File: src/rtl/riscv_hazard_scoreboard_if.sv
// Hazard-unit signal bundle: EX forwarding, decode hazard inputs, long-latency
// writeback events, and the stall/scoreboard status returned by the unit.
interface riscv_hazard_scoreboard_if #(
  parameter int unsigned NUM_RS  = 2,
  parameter int unsigned NUM_FWD = 2,
  parameter int unsigned CNT_W   = 32
);
  localparam int unsigned SEL_W = $clog2(NUM_FWD + 1);

  logic [NUM_RS*5-1:0]     rs_e;
  logic [NUM_FWD*5-1:0]    fwd_rd;
  logic [NUM_FWD-1:0]      fwd_we;
  logic [NUM_RS*SEL_W-1:0] fwd_sel;
  logic [NUM_RS*5-1:0]     rs_d;
  logic [NUM_RS-1:0]       rs_used_d;
  logic [4:0]              rd_d;
  logic                    rd_we_d;
  logic                    load_e;
  logic [4:0]              rd_e;
  logic                    lat_issue;
  logic [4:0]              lat_issue_rd;
  logic                    lat_done;
  logic [4:0]              lat_done_rd;
  logic                    stall_d;
  logic                    bubble_e;
  logic [1:0]              stall_reason;
  logic [31:0]             sb_busy;
  logic                    sb_err;
  logic [CNT_W-1:0]        stall_cnt;

  // Pipeline side drives operands and events; the hazard unit returns controls.
  modport master (
    output rs_e, fwd_rd, fwd_we, rs_d, rs_used_d, rd_d, rd_we_d, load_e, rd_e,
           lat_issue, lat_issue_rd, lat_done, lat_done_rd,
    input  fwd_sel, stall_d, bubble_e, stall_reason, sb_busy, sb_err, stall_cnt
  );

  modport slave (
    input  rs_e, fwd_rd, fwd_we, rs_d, rs_used_d, rd_d, rd_we_d, load_e, rd_e,
           lat_issue, lat_issue_rd, lat_done, lat_done_rd,
    output fwd_sel, stall_d, bubble_e, stall_reason, sb_busy, sb_err, stall_cnt
  );
endinterface

File: src/rtl/riscv_hazard_scoreboard.sv
// Hazard unit: nearest-stage operand forwarding, load-use detection and a
// per-register busy scoreboard for variable-latency writebacks, with stall counter.
module riscv_hazard_scoreboard #(
  parameter int unsigned NUM_RS  = 2,
  parameter int unsigned NUM_FWD = 2,
  parameter int unsigned CNT_W   = 32
) (
  input  logic                      clk,
  input  logic                      rst_n,
  riscv_hazard_scoreboard_if.slave  bus
);
  localparam int unsigned SEL_W = $clog2(NUM_FWD + 1);

  logic [31:0]             sb_busy_q, sb_busy_d;
  logic                    sb_err_q, sb_err_d;
  logic [CNT_W-1:0]        stall_cnt_q, stall_cnt_d;

  logic [NUM_RS*SEL_W-1:0] fwd_sel_c;
  logic                    load_use_c, raw_c, waw_c, stall_c;
  logic [1:0]              reason_c;
  logic [4:0]              rs_c;

  // Forwarding: scan farthest to nearest so the nearest matching stage wins.
  always_comb begin
    fwd_sel_c = '0;
    for (int i = 0; i < int'(NUM_RS); i++) begin
      for (int k = int'(NUM_FWD) - 1; k >= 0; k--) begin
        if (bus.fwd_we[k] && (bus.fwd_rd[5*k +: 5] != 5'd0) &&
            (bus.fwd_rd[5*k +: 5] == bus.rs_e[5*i +: 5])) begin
          fwd_sel_c[SEL_W*i +: SEL_W] = SEL_W'(k + 1);
        end
      end
    end
  end

  // Decode-stage hazards; x0 is never busy so needs no special casing for RAW.
  always_comb begin
    load_use_c = 1'b0;
    raw_c      = 1'b0;
    rs_c       = 5'd0;
    for (int i = 0; i < int'(NUM_RS); i++) begin
      rs_c = bus.rs_d[5*i +: 5];
      if (bus.rs_used_d[i]) begin
        if (bus.load_e && (bus.rd_e != 5'd0) && (rs_c == bus.rd_e)) load_use_c = 1'b1;
        if (sb_busy_q[rs_c]) raw_c = 1'b1;
      end
    end
    waw_c   = bus.rd_we_d && (bus.rd_d != 5'd0) && sb_busy_q[bus.rd_d];
    stall_c = load_use_c | raw_c | waw_c;
    if (load_use_c)  reason_c = 2'b01;
    else if (raw_c)  reason_c = 2'b10;
    else if (waw_c)  reason_c = 2'b11;
    else             reason_c = 2'b00;
  end

  // Scoreboard next state: done clears, then issue sets so set wins on a tie.
  always_comb begin
    logic issue_v, done_v, same_v;
    issue_v   = bus.lat_issue && (bus.lat_issue_rd != 5'd0);
    done_v    = bus.lat_done && (bus.lat_done_rd != 5'd0);
    same_v    = issue_v && done_v && (bus.lat_issue_rd == bus.lat_done_rd);
    sb_busy_d = sb_busy_q;
    if (done_v)  sb_busy_d[bus.lat_done_rd]  = 1'b0;
    if (issue_v) sb_busy_d[bus.lat_issue_rd] = 1'b1;
    sb_busy_d[0] = 1'b0;
    sb_err_d = sb_err_q
             | (issue_v && sb_busy_q[bus.lat_issue_rd] && !same_v)
             | (done_v && !sb_busy_q[bus.lat_done_rd] && !same_v);
    stall_cnt_d = stall_cnt_q;
    if (stall_c && (stall_cnt_q != {CNT_W{1'b1}})) stall_cnt_d = stall_cnt_q + CNT_W'(1);
  end

  always_ff @(posedge clk or negedge rst_n) begin
    if (!rst_n) begin
      sb_busy_q   <= '0;
      sb_err_q    <= 1'b0;
      stall_cnt_q <= '0;
    end else begin
      sb_busy_q   <= sb_busy_d;
      sb_err_q    <= sb_err_d;
      stall_cnt_q <= stall_cnt_d;
    end
  end

  assign bus.fwd_sel      = fwd_sel_c;
  assign bus.stall_d      = stall_c;
  assign bus.bubble_e     = stall_c;
  assign bus.stall_reason = reason_c;
  assign bus.sb_busy      = sb_busy_q;
  assign bus.sb_err       = sb_err_q;
  assign bus.stall_cnt    = stall_cnt_q;
endmodule

File: src/flat_wrapper.sv
// flat-port wrapper written by rule: the top's interface ports become plain ports
module riscv_hazard_scoreboard_flat 
#(
  parameter int unsigned NUM_RS  = 2,
  parameter int unsigned NUM_FWD = 2,
  parameter int unsigned CNT_W   = 32
)
  (clk, rst_n, bus_rs_e, bus_fwd_rd, bus_fwd_we, bus_rs_d, bus_rs_used_d, bus_rd_d, bus_rd_we_d, bus_load_e, bus_rd_e, bus_lat_issue, bus_lat_issue_rd, bus_lat_done, bus_lat_done_rd, bus_fwd_sel, bus_stall_d, bus_bubble_e, bus_stall_reason, bus_sb_busy, bus_sb_err, bus_stall_cnt);
  riscv_hazard_scoreboard_if #(.NUM_RS(NUM_RS), .NUM_FWD(NUM_FWD), .CNT_W(CNT_W)) bus_i ();
  input  logic clk;
  input  logic rst_n;
  input wire logic [$bits(bus_i.rs_e)-1:0] bus_rs_e;
  input wire logic [$bits(bus_i.fwd_rd)-1:0] bus_fwd_rd;
  input wire logic [$bits(bus_i.fwd_we)-1:0] bus_fwd_we;
  input wire logic [$bits(bus_i.rs_d)-1:0] bus_rs_d;
  input wire logic [$bits(bus_i.rs_used_d)-1:0] bus_rs_used_d;
  input wire logic [$bits(bus_i.rd_d)-1:0] bus_rd_d;
  input wire logic [$bits(bus_i.rd_we_d)-1:0] bus_rd_we_d;
  input wire logic [$bits(bus_i.load_e)-1:0] bus_load_e;
  input wire logic [$bits(bus_i.rd_e)-1:0] bus_rd_e;
  input wire logic [$bits(bus_i.lat_issue)-1:0] bus_lat_issue;
  input wire logic [$bits(bus_i.lat_issue_rd)-1:0] bus_lat_issue_rd;
  input wire logic [$bits(bus_i.lat_done)-1:0] bus_lat_done;
  input wire logic [$bits(bus_i.lat_done_rd)-1:0] bus_lat_done_rd;
  output wire logic [$bits(bus_i.fwd_sel)-1:0] bus_fwd_sel;
  output wire logic [$bits(bus_i.stall_d)-1:0] bus_stall_d;
  output wire logic [$bits(bus_i.bubble_e)-1:0] bus_bubble_e;
  output wire logic [$bits(bus_i.stall_reason)-1:0] bus_stall_reason;
  output wire logic [$bits(bus_i.sb_busy)-1:0] bus_sb_busy;
  output wire logic [$bits(bus_i.sb_err)-1:0] bus_sb_err;
  output wire logic [$bits(bus_i.stall_cnt)-1:0] bus_stall_cnt;
  assign bus_i.rs_e = bus_rs_e;
  assign bus_i.fwd_rd = bus_fwd_rd;
  assign bus_i.fwd_we = bus_fwd_we;
  assign bus_i.rs_d = bus_rs_d;
  assign bus_i.rs_used_d = bus_rs_used_d;
  assign bus_i.rd_d = bus_rd_d;
  assign bus_i.rd_we_d = bus_rd_we_d;
  assign bus_i.load_e = bus_load_e;
  assign bus_i.rd_e = bus_rd_e;
  assign bus_i.lat_issue = bus_lat_issue;
  assign bus_i.lat_issue_rd = bus_lat_issue_rd;
  assign bus_i.lat_done = bus_lat_done;
  assign bus_i.lat_done_rd = bus_lat_done_rd;
  assign bus_fwd_sel = bus_i.fwd_sel;
  assign bus_stall_d = bus_i.stall_d;
  assign bus_bubble_e = bus_i.bubble_e;
  assign bus_stall_reason = bus_i.stall_reason;
  assign bus_sb_busy = bus_i.sb_busy;
  assign bus_sb_err = bus_i.sb_err;
  assign bus_stall_cnt = bus_i.stall_cnt;
  riscv_hazard_scoreboard #(.NUM_RS(NUM_RS), .NUM_FWD(NUM_FWD), .CNT_W(CNT_W)) u_core (.clk(clk), .rst_n(rst_n), .bus(bus_i));
endmodule
File: config.mk
export PLATFORM = sky130hd
export DESIGN_NAME = riscv_hazard_scoreboard_flat
export DESIGN_NICKNAME = d
export VERILOG_FILES = /design/src/rtl/riscv_hazard_scoreboard_if.sv /design/src/rtl/riscv_hazard_scoreboard.sv /design/src/flat_wrapper.sv
export SDC_FILE = /design/constraint.sdc
export NUM_CORES = 1
export LEC_CHECK = 0
export ABC_AREA = 1
export CORE_UTILIZATION = 51
export DETAILED_ROUTE_END_ITERATION = 10
export PLACE_DENSITY_LB_ADDON = 0.1
export SKIP_CTS_REPAIR_TIMING = 1
export SYNTH_ARGS = -nofsm -noshare
export SYNTH_HDL_FRONTEND = slang
export SYNTH_SLANG_ARGS = --single-unit
File: constraint.sdc
create_clock -name clk -period 2.8 [get_ports clk]
set_clock_uncertainty 0.05 [all_clocks]
set_input_delay 0.56 -clock clk [delete_from_list [all_inputs] [get_ports clk]]
set_output_delay 0.56 -clock clk [all_outputs]
set_load 0.05 [all_outputs]
==> impl_metrics.tcl, run 1 <==
set metrics [dict create \
    status "finished, final reports clean" \
    ys_types 34 \
    routed_wl_um 20800 \
    clock_path_buffers 2 \
    max_stage_delay_ns 0.43 \
    hold_viol 0 \
    ant_nets 0 \
    synth_flop_cell "dfrtp_1" \
    multi_input_area_mm2 0.00331 \
    synth.most_common_cell "nand2_1" \
    rsz0062_at_grt "true" \
    clock_sinks 64 \
    postSynthCellCount 828 \
    cts-buffers-inserted 9 \
    final-seq-area_mm2 0.00160 \
    dr.pass1.iters 5 \
    crit_required_ns 2.19 \
    die_h_um 105 \
    antenna_found_initial 0 \
    syn_nets 889 \
    final_nets 1034 \
    crit_chain "clkdlybuf4s50_1 -> or4_4 -> o21ai_2 -> buf_6 -> nor4_2 -> nor2_1 -> clkbuf_16" \
    slowest_stage "or4_4" \
    routedWlPerCell_um 18.7 \
    slew_headroom 0.638 \
    cts_tree "built" \
    clk_pin_slew_worst_paths_ns 0.07 \
    end_kind "output pin" \
    wl_met2_um 9030 \
    die_w_um 105 \
    power.density_mw_per_mm2 568 \
    post-route-period-util 0.979 \
    cts_root_buffer "clkbuf_8" \
    synth_top_area_share 0.299 \
    wl_met3_um 2490 \
    synth_area_leaders "dfrtp_1 (30%), nand2_1 (17%), nand3_1 (11%), o21ai_0 (6.8%), inv_1 (5.9%)" \
    synth_area_leader_cell "dfrtp_1" \
    drc 0 \
    arrival_ns 2.13 \
    synthAdderAreaFrac 0.00233 \
    place.gp.congestion 1.02 \
    finalSetupViolations 0 \
    grt_pass1_vias 6315 \
    async_reset_ff_frac 1.00 \
    drt_iter0_markers 882 \
    synth.avg_cell_area_um2 6.47 \
    r2r-end "u_core.bus.stall_cnt[7]" \
    num_rows 37 \
    worst_pin_slew_ns 0.538 \
    ys_warn_count 0 \
    ioPinCount 133 \
    synth_common_cells "nand2_1 (241), nand3_1 (113), inv_1 (84)" \
    grtUsageTotal 0.376 \
    reg2reg_from "u_core.bus.stall_cnt[1]" \
    initial_core_util 0.521 \
    ff2ff_path_depth 12 \
    path_class "in2out" \
    report.final.slew_viol_count 0 \
    netlist_area_mm2 0.00536 \
    viasPerCell 6.06 \
    port_buffers 131 \
    final.setup.tns_ns 0 \
    static-leakage-power_nw 3.45 \
    core_area_mm2 0.0103 \
    yosys.area_share.simple 0.378 \
    hpwl_um 15300 \
    synth_edf_count 0 \
    synth-seq-cells 64 \
    n_antenna_cell 0 \
    overflow 0 \
    cp_max_fo 2 \
    synth_mux_area_frac 0 \
    synth_xor_xnor_area_share 0.0883 \
    num_vias 6741 \
    wl_met1_um 8730 \
    routed.top_layer "met4" \
    setup_slack_ns 0.0600 \
    die-area_mm2 0.0109 \
    area_growth_pct 36.5 \
    peakVddDrop_mv 0.632 \
    regToRegSetupSlack_ns 0.32 \
    yosysSeqAreaShare 0.299 \
    htree_levels 3 \
    nFillCells 894 \
    post-route-min-period_ns 2.74 \
    fmax_mhz 365 \
    grt_pass1_wl_um 32400 \
    clock_latency_ns 0.34 \
    synth_compound_gate_area_share 0.139 \
    post-place-ws_ns -0.173 \
    hp-class "in2async" \
    drive_gt1_frac 0.0809 \
    final_util 0.712 \
    grt_max_degree 33 \
    maxCapViolations 0 \
    cp-start-kind "input pin" \
    synth_top_family_by_area "simple AND/OR/NAND/NOR gates" \
]
-- state kept, by name, indices dropped and copies added, names as in the netlist --
name / flops
u_core.bus.sb_err: 1
u_core.bus.stall_cnt: 32
u_core.bus.sb_busy: 31
-- kinds of logic after synthesis --
logic type      count (synthesis)
simple gates                  460
compound gates                130
buf+inv                       118
flops                          64
xor+xnor                       54
fa+ha+maj                       1
other cells                     1
-- report_power, final --
part	switching [mW]	internal (mW)
logic	1.29	0.647
registers	0.263	1.07
clock network	0.342	0.544
total	1.90	2.26
-- layout by cell type (no fill, tap or decap), types with 4 or more instances in the layout --
cell type        Yosys  routed
a21oi_1             10       9
o21ai_0             73      71
nor2_1              42      41
nor4_1               9       7
dfrtp_1             64      64
o21ai_1              4       4
dlymetal6s2s_1       0      14
nand2_1            241     241
xnor2_1             22      22
xor2_1              32      32
buf_6                3       4
inv_2                7       5
o221ai_1            10      10
buf_12               0       7
nand3_2              2       4
clkdlybuf4s50_1      0     108
o211ai_1             5       5
nand3_1            113     111
buf_4                4      26
inv_1               84      84
nor3_1              29      28
o22ai_1             18      18
clkbuf_8             0      11
nand4_1             14      14
a22oi_1              8       8
-- stage by stage --
step / cells / power [mW] / cell area (um^2) / hold WS [ns]
2_1_floorplan: 828 / 2.40 / 5370 / 0.214
3_3_place_gp: 1098 / 3.18 / 7000 / 0.442
3_5_place_dp: 1098 / 3.21 / 7000 / 0.419
4_1_cts: 1113 / 4.11 / 7220 / 0.134
5_1_grt: 1113 / 4.31 / 7320 / 0.160
6_report: 1113 / 4.15 / 7320 / 0.130
-- layer usage --
layer  vias to the layer above  global-route usage
met3                        49              0.0695
li1                       3072                   -
met1                      3138               0.528
met4                         0               0.141
met5                         -                   0
met2                       482               0.575
-- worst max path at each step --
stage	slack, ns	cells after the start	start	to
floorplan	-0.08	4	bus_fwd_rd[0]	bus_fwd_sel[1]
global route	-0.07	11	u_core.bus.sb_busy[7]	bus_stall_reason[1]
CTS	-0.19	12	bus_rd_d[0]	bus_stall_reason[0]
global placement	-0.21	12	bus_rd_d[0]	bus_stall_reason[0]
detailed placement	-0.17	12	bus_rd_d[0]	bus_stall_reason[0]
finish	0.06	7	bus_fwd_rd[0]	bus_fwd_sel[3]
-- worst max-delay path: cells and delay by family --
| kind | cells | cell delay, ns |
|---|---|---|
| AOI/OAI and AO/OA | 1 | 0.18 |
| buffers and inverters | 3 | 0.74 |
| and+or+nand+nor | 3 | 0.64 |
-- area by class of cell --
class,count,share of cell area
Clock buffer,12,0.0212
Clock inverter,3,0.00889
Multi-Input combinational cell,646,0.453
Inverter,91,0.0474
Timing Repair Buffer,161,0.228
Tap cell,136,0.0233
Sequential cell,64,0.219
Power figures use the tool's default switching activity.
==> run 2: changes to the inputs <==
--- a/config.mk
+++ b/config.mk
@@ -6,7 +6,7 @@
 export NUM_CORES = 1
 export LEC_CHECK = 0
 export ABC_AREA = 1
-export CORE_UTILIZATION = 51
+export CORE_UTILIZATION = 46
 export DETAILED_ROUTE_END_ITERATION = 10
 export PLACE_DENSITY_LB_ADDON = 0.1
 export SKIP_CTS_REPAIR_TIMING = 1
==> constraint.sdc (replaced) <==
create_clock -name clk -period 2.2 [get_ports clk]
set_clock_uncertainty 0.05 [all_clocks]
set_input_delay 0.44 -clock clk [delete_from_list [all_inputs] [get_ports clk]]
set_output_delay 0.44 -clock clk [all_outputs]
set_load 0.05 [all_outputs]
==> run 2 against run 1 <==
The run now ends with negative setup slack left. Worst setup slack worse by 0.24 ns. Final area increased by 19%. Total power increased by 51%. Clock-buffer cell count is the same. Critical endpoint is now bus_stall_d. Largest power group unchanged.
==> impl_metrics.tcl, run 2 (synthesis results as in run 1) <==
set metrics [dict create \
    status "finished with violations" \
    violations "negative setup slack" \
    report.final.slew_viol_count 0 \
    place_inst 1166 \
    post-route-min-period_ns 2.38 \
    final_nets 1127 \
    arrival_ns 1.89 \
    fmax_mhz 420 \
    rsz0062_at_grt "true" \
    grtUsageTotal 0.355 \
    setup_slack_ns -0.182 \
    hpwl_um 16300 \
    port_buffers 131 \
    crit_chain "o211ai_1 -> nand3_2 -> nand3_2 -> nand3_2 -> nand3_4 -> nand4_4 -> buf_8" \
    crit_required_ns 1.71 \
    stdcell_count 1214 \
    power.density_mw_per_mm2 718 \
    regToRegSetupSlack_ns -0.08 \
    initial_core_util 0.471 \
    n_antenna_cell 0 \
    end_kind "output pin" \
    finalSetupViolations 29 \
    clock_sinks 64 \
    cp-start-kind "register" \
    ioPinCount 133 \
    slew_headroom 0.613 \
    overflow 0 \
    dr.pass1.iters 6 \
    crit_start "u_core.bus.sb_busy[12]" \
    path_class "reg2out" \
    r2r-end "u_core.bus.stall_cnt[31]" \
    hold_viol 0 \
    drc 0 \
    grt_pass1_vias 6296 \
    num_rows 39 \
    die_h_um 110 \
    mostFrequentLayoutCells "nand2_1 (189), buf_4 (114), nand3_1 (99)" \
    cpMostUsedCell "nand3_2" \
    antenna_found_initial 0 \
    total_power_mw 6.25 \
    routed_wl_um 23700 \
    place.gp.congestion 1.03 \
    post-route-period-util 1.08 \
    drt_iter0_markers 970 \
    cts-buffers-inserted 9 \
    hp-class "in2async" \
    nFillCells 823 \
    core_area_mm2 0.0114 \
    static-leakage-power_nw 4.42 \
    slowest_stage "dfrtp_2" \
    die_w_um 110 \
    peakVddDrop_mv 1.01 \
    reg2reg_from "u_core.bus.stall_cnt[1]" \
    cp_max_fo 4 \
    final_util 0.766 \
    final_common_cell "nand2_1" \
    cts_tree "built" \
    worst_pin_slew_ns 0.578 \
    routedWlPerCell_um 19.5 \
    clock_path_buffers 2 \
    viasPerCell 5.92 \
    clock_latency_ns 0.33 \
    num_vias 7182 \
    htree_levels 3 \
    grt_max_degree 33 \
    maxCapViolations 0 \
    largest_reg_flops 32 \
    area_growth_pct 62.5 \
    die-area_mm2 0.0121 \
    drive_gt1_frac 0.287 \
    ff2ff_path_depth 12 \
    ant_nets 0 \
    clk_pin_slew_worst_paths_ns 0.06 \
    cts_root_buffer "clkbuf_16" \
    post-place-ws_ns -0.487 \
    grt_pass1_wl_um 32100 \
    max_stage_delay_ns 0.47 \
]
-- run 2: changes by cell type in the layout (fill, tap and decap cells not counted), sizes merged --
cell           delta
dlymetal6s2s     +30
clkbuf            +3
clkinv            +3
bufinv            -1
buf              +96
clkinvlp         +10
inv              -10
clkdlybuf4s50    -37
-- run 2: how the worst max path moves through the flow --
| stage | end | slack [ns] | depth (start not counted) |
|---|---|---|---|
| finish | bus_stall_d | -0.18 | 7 |
| global route | bus_stall_reason[0] | -0.25 | 10 |
| CTS | bus_stall_reason[1] | -0.50 | 13 |
| detailed placement | bus_stall_reason[1] | -0.49 | 13 |
| global placement | bus_stall_reason[1] | -0.47 | 13 |
| floorplan | u_core.bus.stall_cnt[17] | 0.008 | 12 |
-- run 2: final cells by class --
class                      count  area (um^2)  area share
timing repair inverter         1         7.51    0.000862
inverter                      91          395      0.0454
tap                          143          179      0.0206
multi-input combinational    646         3710       0.427
timing repair buffer         253         2470       0.284
clock buffer                  12          246      0.0283
clock inverter                 4         45.0     0.00517
sequential                    64         1640       0.189
-- run 2: report_power, final --
| part | leakage, nW | internal, mW | total, mW | switching (mW) |
|---|---|---|---|---|
| sequential | 0.790 | 1.39 | 1.72 | 0.328 |
| clock | 0.146 | 0.903 | 1.43 | 0.529 |
| combinational | 3.49 | 1.19 | 3.11 | 1.92 |
| total | 4.42 | 3.48 | 6.25 | 2.77 |
-- run 2: metal layers --
metal | wire length [um] | track usage
met3 | 2950 | 0.0990
met4 | 648 | 0.122
met2 | 10700 | 0.538
met1 | 9410 | 0.483
met5 | 0 | 0
-- run 2: stage by stage --
| stage | setup TNS, ns | cell area [um^2] | hold slack (ns) |
|---|---|---|---|
| 5_1_grt | -4.54 | 8710 | 0.0488 |
| 3_5_place_dp | -18.04 | 7570 | 0.365 |
| 2_1_floorplan | 0 | 5530 | 0.0944 |
| 3_3_place_gp | -15.58 | 7570 | 0.354 |
| 6_report | -1.47 | 8710 | 0.00675 |
| 4_1_cts | -6.76 | 7860 | 0.0118 |
-- run 2: critical path, delay by kind of cell, from the launching register on --
kind                   cells  cell delay, ns
flip-flops                 1            0.47
AND/OR/NAND/NOR            5            0.64
AO/OA/AOI/OAI              1            0.25
buffers and inverters      1            0.20
==> run 3: changes to the inputs <==
--- a/config.mk
+++ b/config.mk
@@ -7,7 +7,9 @@
 export LEC_CHECK = 0
 export ABC_AREA = 1
 export CORE_UTILIZATION = 46
+export CTS_CLUSTER_DIAMETER = 60
 export DETAILED_ROUTE_END_ITERATION = 10
+export GPL_ROUTABILITY_DRIVEN = 1
 export PLACE_DENSITY_LB_ADDON = 0.1
 export SKIP_CTS_REPAIR_TIMING = 1
 export SYNTH_ARGS = -nofsm -noshare
==> results of run 3 <==
The final DEF is identical to that of run 2; final timing and power are the same.
